[src/rtl/baton_pkg.sv]
// Shared types and constants for the baton/tempo pipeline.
// Holds the beat tracker state encoding plus the period width and the
// default accepted beat window, so the playback side agrees on the same
// limits.
package baton_pkg;

  localparam int PERIOD_W      = 16;
  localparam int MIN_PERIOD_MS = 250;   // 240 BPM
  localparam int MAX_PERIOD_MS = 2000;  // 30 BPM

  typedef enum logic [1:0] {
    IDLE,
    FIRST,
    TRACK
  } beat_state_t;

endpackage

[src/rtl/beat_period_tracker_ms_tick_gen.sv]
// ms_tick_gen: millisecond prescaler.
// Counts 0..CYCLES_PER_MS-1 and produces a one-cycle tick on the last count.
// A synchronous clear restarts the millisecond so that beat intervals are
// measured from the accepted beat edge.
//   clk_camera_in  system clock
//   rst_in         asynchronous active-high reset
//   clear          restart the prescaler (suppresses the tick this cycle)
//   tick           one-cycle millisecond strobe
module ms_tick_gen #(
  parameter int CYCLES_PER_MS = 65_000
) (
  input  logic clk_camera_in,
  input  logic rst_in,
  input  logic clear,
  output logic tick
);

  localparam int CNT_W = (CYCLES_PER_MS > 1) ? $clog2(CYCLES_PER_MS) : 1;
  localparam logic [CNT_W-1:0] LAST = CNT_W'(CYCLES_PER_MS - 1);

  logic [CNT_W-1:0] count;

  always_ff @(posedge clk_camera_in or posedge rst_in) begin
    if (rst_in) begin
      count <= '0;
    end else if (clear || count == LAST) begin
      count <= '0;
    end else begin
      count <= count + 1'b1;
    end
  end

  assign tick = ~clear & (count == LAST);

endmodule

[src/rtl/beat_period_tracker.sv]
// beat_period_tracker: turns the baton tracker's per-frame beat pulse into a
// musical timeline (beat strobes, smoothed beat period in ms, beat position
// within the measure).
//   clk_camera_in         system clock
//   rst_in                asynchronous active-high reset
//   change_in             beat indication, may stay high for several cycles
//   beats_per_measure_in  time-signature numerator (0 behaves as 1)
//   beat_valid_out        one-cycle strobe per accepted beat
//   downbeat_out          strobe with beat_valid_out when the index wraps to 0
//   beat_index_out        position of the last accepted beat in the measure
//   period_out            smoothed beat period in ms, 0 while unlocked
//   last_interval_out     raw interval of the last accepted beat in ms
//   locked_out            two beats inside the valid window have been seen
//
// state | meaning
// IDLE  | no reference beat; any rising edge starts a new timeline
// FIRST | one beat seen; next in-window beat gives the first period
// TRACK | locked; in-window beats refine the period by exponential average
module beat_period_tracker #(
  parameter int CLK_FREQ_HZ   = 65_000_000,
  parameter int MIN_PERIOD_MS = baton_pkg::MIN_PERIOD_MS,
  parameter int MAX_PERIOD_MS = baton_pkg::MAX_PERIOD_MS,
  parameter int AVG_SHIFT     = 2,
  parameter int PERIOD_W      = baton_pkg::PERIOD_W
) (
  input  logic                clk_camera_in,
  input  logic                rst_in,
  input  logic                change_in,
  input  logic [2:0]          beats_per_measure_in,
  output logic                beat_valid_out,
  output logic                downbeat_out,
  output logic [2:0]          beat_index_out,
  output logic [PERIOD_W-1:0] period_out,
  output logic [PERIOD_W-1:0] last_interval_out,
  output logic                locked_out
);

  import baton_pkg::*;

  localparam int CYCLES_PER_MS = CLK_FREQ_HZ / 1000;
  localparam logic [PERIOD_W-1:0] MIN_P = PERIOD_W'(MIN_PERIOD_MS);
  localparam logic [PERIOD_W-1:0] MAX_P = PERIOD_W'(MAX_PERIOD_MS);
  localparam logic [PERIOD_W-1:0] SAT_P = PERIOD_W'(MAX_PERIOD_MS + 1);
  localparam logic signed [PERIOD_W+1:0] MIN_S = (PERIOD_W+2)'(MIN_PERIOD_MS);
  localparam logic signed [PERIOD_W+1:0] MAX_S = (PERIOD_W+2)'(MAX_PERIOD_MS);

  beat_state_t         state_q, state_d;
  logic                change_q;
  logic                rise;
  logic                ms_tick;
  logic                beat_clear;
  logic [PERIOD_W-1:0] ms_count;
  logic [2:0]          bpm_q, bpm_d, bpm_eff;
  logic [2:0]          idx_next;
  logic                in_window, timeout, first_beat;

  logic                valid_d, down_d, locked_d;
  logic [2:0]          idx_d;
  logic [PERIOD_W-1:0] period_d, last_d;

  logic signed [PERIOD_W:0]   avg_diff, avg_step;
  logic signed [PERIOD_W+1:0] avg_sum;
  logic [PERIOD_W-1:0]        avg_clamped;

  ms_tick_gen #(
    .CYCLES_PER_MS(CYCLES_PER_MS)
  ) u_ms_tick_gen (
    .clk_camera_in(clk_camera_in),
    .rst_in       (rst_in),
    .clear        (beat_clear),
    .tick         (ms_tick)
  );

  assign rise      = change_in & ~change_q;
  assign in_window = (ms_count >= MIN_P) && (ms_count <= MAX_P);
  assign timeout   = (ms_count == SAT_P);
  assign bpm_eff   = (beats_per_measure_in == 3'd0) ? 3'd1 : beats_per_measure_in;
  // >= rather than == so an index beyond a shortened measure still wraps.
  assign idx_next  = (beat_index_out >= bpm_q - 3'd1) ? 3'd0 : beat_index_out + 3'd1;

  // Signed difference with an arithmetic shift floors negative steps,
  // e.g. 525 -> 400 moves by -32, not -31.
  always_comb begin
    avg_diff = $signed({1'b0, ms_count}) - $signed({1'b0, period_out});
    avg_step = avg_diff >>> AVG_SHIFT;
    avg_sum  = $signed({2'b00, period_out}) + $signed({avg_step[PERIOD_W], avg_step});
    if (avg_sum < MIN_S) begin
      avg_clamped = MIN_P;
    end else if (avg_sum > MAX_S) begin
      avg_clamped = MAX_P;
    end else begin
      avg_clamped = avg_sum[PERIOD_W-1:0];
    end
  end

  always_comb begin
    state_d    = state_q;
    valid_d    = 1'b0;
    down_d     = 1'b0;
    idx_d      = beat_index_out;
    period_d   = period_out;
    last_d     = last_interval_out;
    locked_d   = locked_out;
    bpm_d      = bpm_q;
    beat_clear = 1'b0;
    first_beat = 1'b0;

    case (state_q)
      IDLE: begin
        first_beat = rise;
      end
      FIRST, TRACK: begin
        if (timeout) begin
          // A rise arriving on the timeout cycle restarts the timeline.
          state_d    = IDLE;
          locked_d   = 1'b0;
          period_d   = '0;
          idx_d      = 3'd0;
          first_beat = rise;
        end else if (rise && in_window) begin
          valid_d    = 1'b1;
          beat_clear = 1'b1;
          idx_d      = idx_next;
          last_d     = ms_count;
          if (idx_next == 3'd0) begin
            down_d = 1'b1;
            bpm_d  = bpm_eff;
          end
          if (state_q == FIRST) begin
            period_d = ms_count;
            locked_d = 1'b1;
            state_d  = TRACK;
          end else begin
            period_d = avg_clamped;
          end
        end
      end
      default: begin
        state_d = IDLE;
      end
    endcase

    if (first_beat) begin
      state_d    = FIRST;
      valid_d    = 1'b1;
      down_d     = 1'b1;
      idx_d      = 3'd0;
      bpm_d      = bpm_eff;
      beat_clear = 1'b1;
    end
  end

  always_ff @(posedge clk_camera_in or posedge rst_in) begin
    if (rst_in) begin
      state_q           <= IDLE;
      change_q          <= 1'b0;
      bpm_q             <= 3'd0;
      beat_valid_out    <= 1'b0;
      downbeat_out      <= 1'b0;
      beat_index_out    <= 3'd0;
      period_out        <= '0;
      last_interval_out <= '0;
      locked_out        <= 1'b0;
    end else begin
      state_q           <= state_d;
      change_q          <= change_in;
      bpm_q             <= bpm_d;
      beat_valid_out    <= valid_d;
      downbeat_out      <= down_d;
      beat_index_out    <= idx_d;
      period_out        <= period_d;
      last_interval_out <= last_d;
      locked_out        <= locked_d;
    end
  end

  // Saturates one past the window so the timeout condition stays visible.
  always_ff @(posedge clk_camera_in or posedge rst_in) begin
    if (rst_in) begin
      ms_count <= '0;
    end else if (beat_clear) begin
      ms_count <= '0;
    end else if (ms_tick && ms_count != SAT_P) begin
      ms_count <= ms_count + 1'b1;
    end
  end

endmodule
[config.mk]
export PLATFORM = sky130hd
export DESIGN_NAME = beat_period_tracker
export DESIGN_NICKNAME = d
export VERILOG_FILES = /design/src/rtl/baton_pkg.sv /design/src/rtl/beat_period_tracker_ms_tick_gen.sv /design/src/rtl/beat_period_tracker.sv
export SDC_FILE = /design/constraint.sdc
export NUM_CORES = 1
export LEC_CHECK = 0
export ABC_AREA = 0
export CAP_MARGIN = 5
export CORE_ASPECT_RATIO = 1.5
export CORE_MARGIN = 2
export CORE_UTILIZATION = 43
export DETAILED_ROUTE_END_ITERATION = 8
export PLACE_DENSITY = 0.65
export SLEW_MARGIN = 15
export SYNTH_ARGS = -nofsm -noshare
export SYNTH_HDL_FRONTEND = slang
export SYNTH_SLANG_ARGS = --single-unit
[constraint.sdc]
create_clock -name clk_camera_in -period 5.5 [get_ports clk_camera_in]
set_input_delay 1.375 -clock clk_camera_in [delete_from_list [all_inputs] [get_ports clk_camera_in]]
set_output_delay 1.375 -clock clk_camera_in [all_outputs]
set_load 0.05 [all_outputs]
==> results of run 1 <==
[where the power goes]
| group | internal, mW | switching [mW] |
|---|---|---|
| Sequential | 0.637 | 0.0772 |
| Combinational | 0.755 | 1.22 |
| Clock | 0.488 | 0.236 |
[sequential cells by signal, summed over array words and instances (netlist names)]
register / cells
beat_index_out: 3
beat_valid_out: 1
bpm_q: 3
change_q: 1
downbeat_out: 1
last_interval_out: 16
locked_out: 1
ms_count: 16
period_out: 16
state_q: 2
u_ms_tick_gen.count: 16
[worst max path at each step]
stage / depth (start not counted) / startpoint / end
after floorplan: 20 / period_out[1] / period_out[1]
final: 19 / period_out[1] / period_out[0]
after global placement: 19 / period_out[1] / period_out[1]
after global routing: 19 / period_out[1] / period_out[0]
after detailed placement: 19 / period_out[1] / period_out[0]
after CTS: 19 / period_out[1] / period_out[0]
[cell type report]
class | count | area share, %
sequential | 76 | 29.70
multi-input combinational | 473 | 50.92
tap | 156 | 3.048
clock buffer | 9 | 3.517
inverter | 39 | 2.306
clock inverter | 6 | 2.149
timing repair buffer | 57 | 8.363
[per-layer routing]
metal  part of all wire, %  global-route usage, %
met5                     0                      0
met4                   2.0                  7.444
met3                   2.6                  3.027
met2                    56                  40.71
met1                    39                  24.20
[cells in the mapped netlist, types with 6 or more instances]
master | instances | share of area [%]
nor3_1 | 19 | 1.8
mux2_2 | 11 | 2.3
a21oi_1 | 31 | 2.9
nand2_1 | 46 | 3.2
nor2_1 | 86 | 6.0
inv_1 | 39 | 2.7
and4_1 | 6 | 0.97
and3_1 | 7 | 0.81
dfrtp_1 | 76 | 35
nor2b_1 | 8 | 0.93
nand2b_1 | 9 | 1.0
xor2_1 | 23 | 3.7
and2_1 | 7 | 0.81
a21o_1 | 9 | 1.2
nand3_1 | 19 | 1.8
clkbuf_1 | 8 | 0.56
xnor2_1 | 27 | 4.4
o21ai_0 | 27 | 2.5
o211ai_1 | 8 | 1.1
ha_1 | 45 | 10
nand4_1 | 7 | 0.81
buf_2 | 6 | 0.56
[what timing repair did]
item | 4_1_cts | 5_1_grt
resized for setup | 0 | 1
hold endpoints to repair | 0 | 0
setup endpoints to repair | 0 | 6
[through the flow]
step	hold slack, ns	cells	power [mW]	util [%]	instance area, µm²
global route	0.5106	816	3.651	51.70	6404
floorplan	0.4501	607	2.214	-	5406
CTS	0.4835	816	3.412	51.66	6399
global placement	0.4731	801	2.639	48.73	6036
detailed placement	0.4757	801	2.671	48.73	6036
finish	0.4783	816	3.416	51.70	6404
[cell families (layout without fill, tap and decap cells)]
logic type      Yosys count  in the layout  share of synthesized area, %
flops                    76             76                         35.18
fa+ha+maj                46             46                         10.78
simple gates            248            248                         23.47
buf+inv                  58            111                         4.582
xor+xnor                 51             51                         8.401
compound gates          117            117                         15.30
mux                      11             11                         2.291
==> results.ini, run 1 <==
[setup_path]
path_buf_inv = 1
path_class = register to register
r2r_slack_ns = 0.35
crit_path_frequent_cell = a21oi_1
worstPathMaxFanout = 9
path_cells = inv_1 -> ha_1 -> a2111oi_2 -> o41ai_1 -> a21oi_1 -> o21ai_0 -> a21oi_2 -> nor2_1 -> a211oi_1 -> xnor2_1 -> ha_1 -> a21oi_1 -> o21ai_0 -> or4b_2 -> a21oi_1 -> and4_1 -> o211ai_2 -> nor4_2 -> a41o_1
cp-end-kind = register
crit_required_ns = 5.78
reg2reg_from = period_out[1]
r2r_cells = 19
regToRegEndpoint = period_out[0]
startpoint_type = register
crit_slowest_cell = or4b_2
crit_arrival_ns = 5.43
critical-path-top-delay-family = compound AO/OA/AOI/OAI gates
cp_slowest_stage_delay_ns = 0.66

[sta]
fin_ws_ns = 0.3491
slew_headroom_pct = 28.68
max_clock_freq_ghz = 0.1941
setup_tns_ns = 0
grt_setup_unrepaired = false
period_minus_slack_ns = 5.151
tightest_slew_ns = 1.066
setup_violations = 0
period_share_pct = 93.65
final.setup_skew_ns = 0.01194
drv_slew = 0
hold_violations = 0

[route]
drt_pass1_iterations = 4
first_iter_violations = 209
viasPerCell = 5.618
routed_wirelength_um = 13770
wl_per_cell_um = 16.87
vias = 4584
ant_nets = 0
drc = 0

[clocking]
cts_tree = built
insertion_delay_ns = 0.34
cts-root-buf = clkbuf_16
clk_pin_slew_ns = 0.07
cts.path.max_buffers = 2
cts_buffers = 9
ctsHtreeMaxLevel = 3
post_cts_buffers = 0
cts.sink_count = 76
hold_buffers = 0

[logic_synthesis]
ys_seq_area_share_pct = 35.18
synthCells = 607
ys.flop_type = dfrtp_1
ys.warnings.count = 0
synth_enable_flop_cells = 0
syn_area_um2 = 5406
ys_ff_latch = 76
synth_cell_types = 71
syn_nets = 659
syn_avg_cell_area_um2 = 8.907
async_flop_share_pct = 100.0

[die]
die_x_um = 95.56
core_region_area_um2 = 12390
dieArea_um2 = 13500
fp.dieH_um = 141.3
rows = 50
io_pins = 44
initial_core_util_pct = 43.65

[layout]
final_nets = 708
syn_to_final_growth_pct = 18.44
final_cell_mix = nor2_1, dfrtp_1, nand2_1, ha_1, clkdlybuf4s50_1
seq_area_um2 = 1902
drive_gt1_share_pct = 9.697
multi_input_area_um2 = 3261
fill_cells = 1135
n_antenna_cell = 0
layout_commonest_cell = nor2_1

[worst_hold_path]
worstHoldPathType = register to register
hold_depth = 1
hp-start = u_ms_tick_gen.count[0]
holdPathEnd = u_ms_tick_gen.count[0]

[global_routing]
antenna_found_initial = 0
grt_max_degree = 51
grt_first_pass_wirelength_um = 22680
track_usage_pct = 21.63
grt_pass1_vias = 4598
grt_overflow = 0

[flow_run]
maxCapViolCount = 0

[place]
place_ws_ns = 0.3310
portBuffers = 43
place.gp.congestion = 0.8566
hpwl_um = 10600

[pwr]
ir_worst_vdd_v = 0.0002907
powerDensity_nw_per_um2 = 533.5
p_leak_nw = 2.938

[outcome]
status = completed

(Power assumes the default switching activity.)
==> run 2: changes to the inputs <==
Settings changed: CTS_CLUSTER_DIAMETER from default to 150.
==> results of run 2 <==
The final DEF is identical to that of run 1; final timing and power are the same.
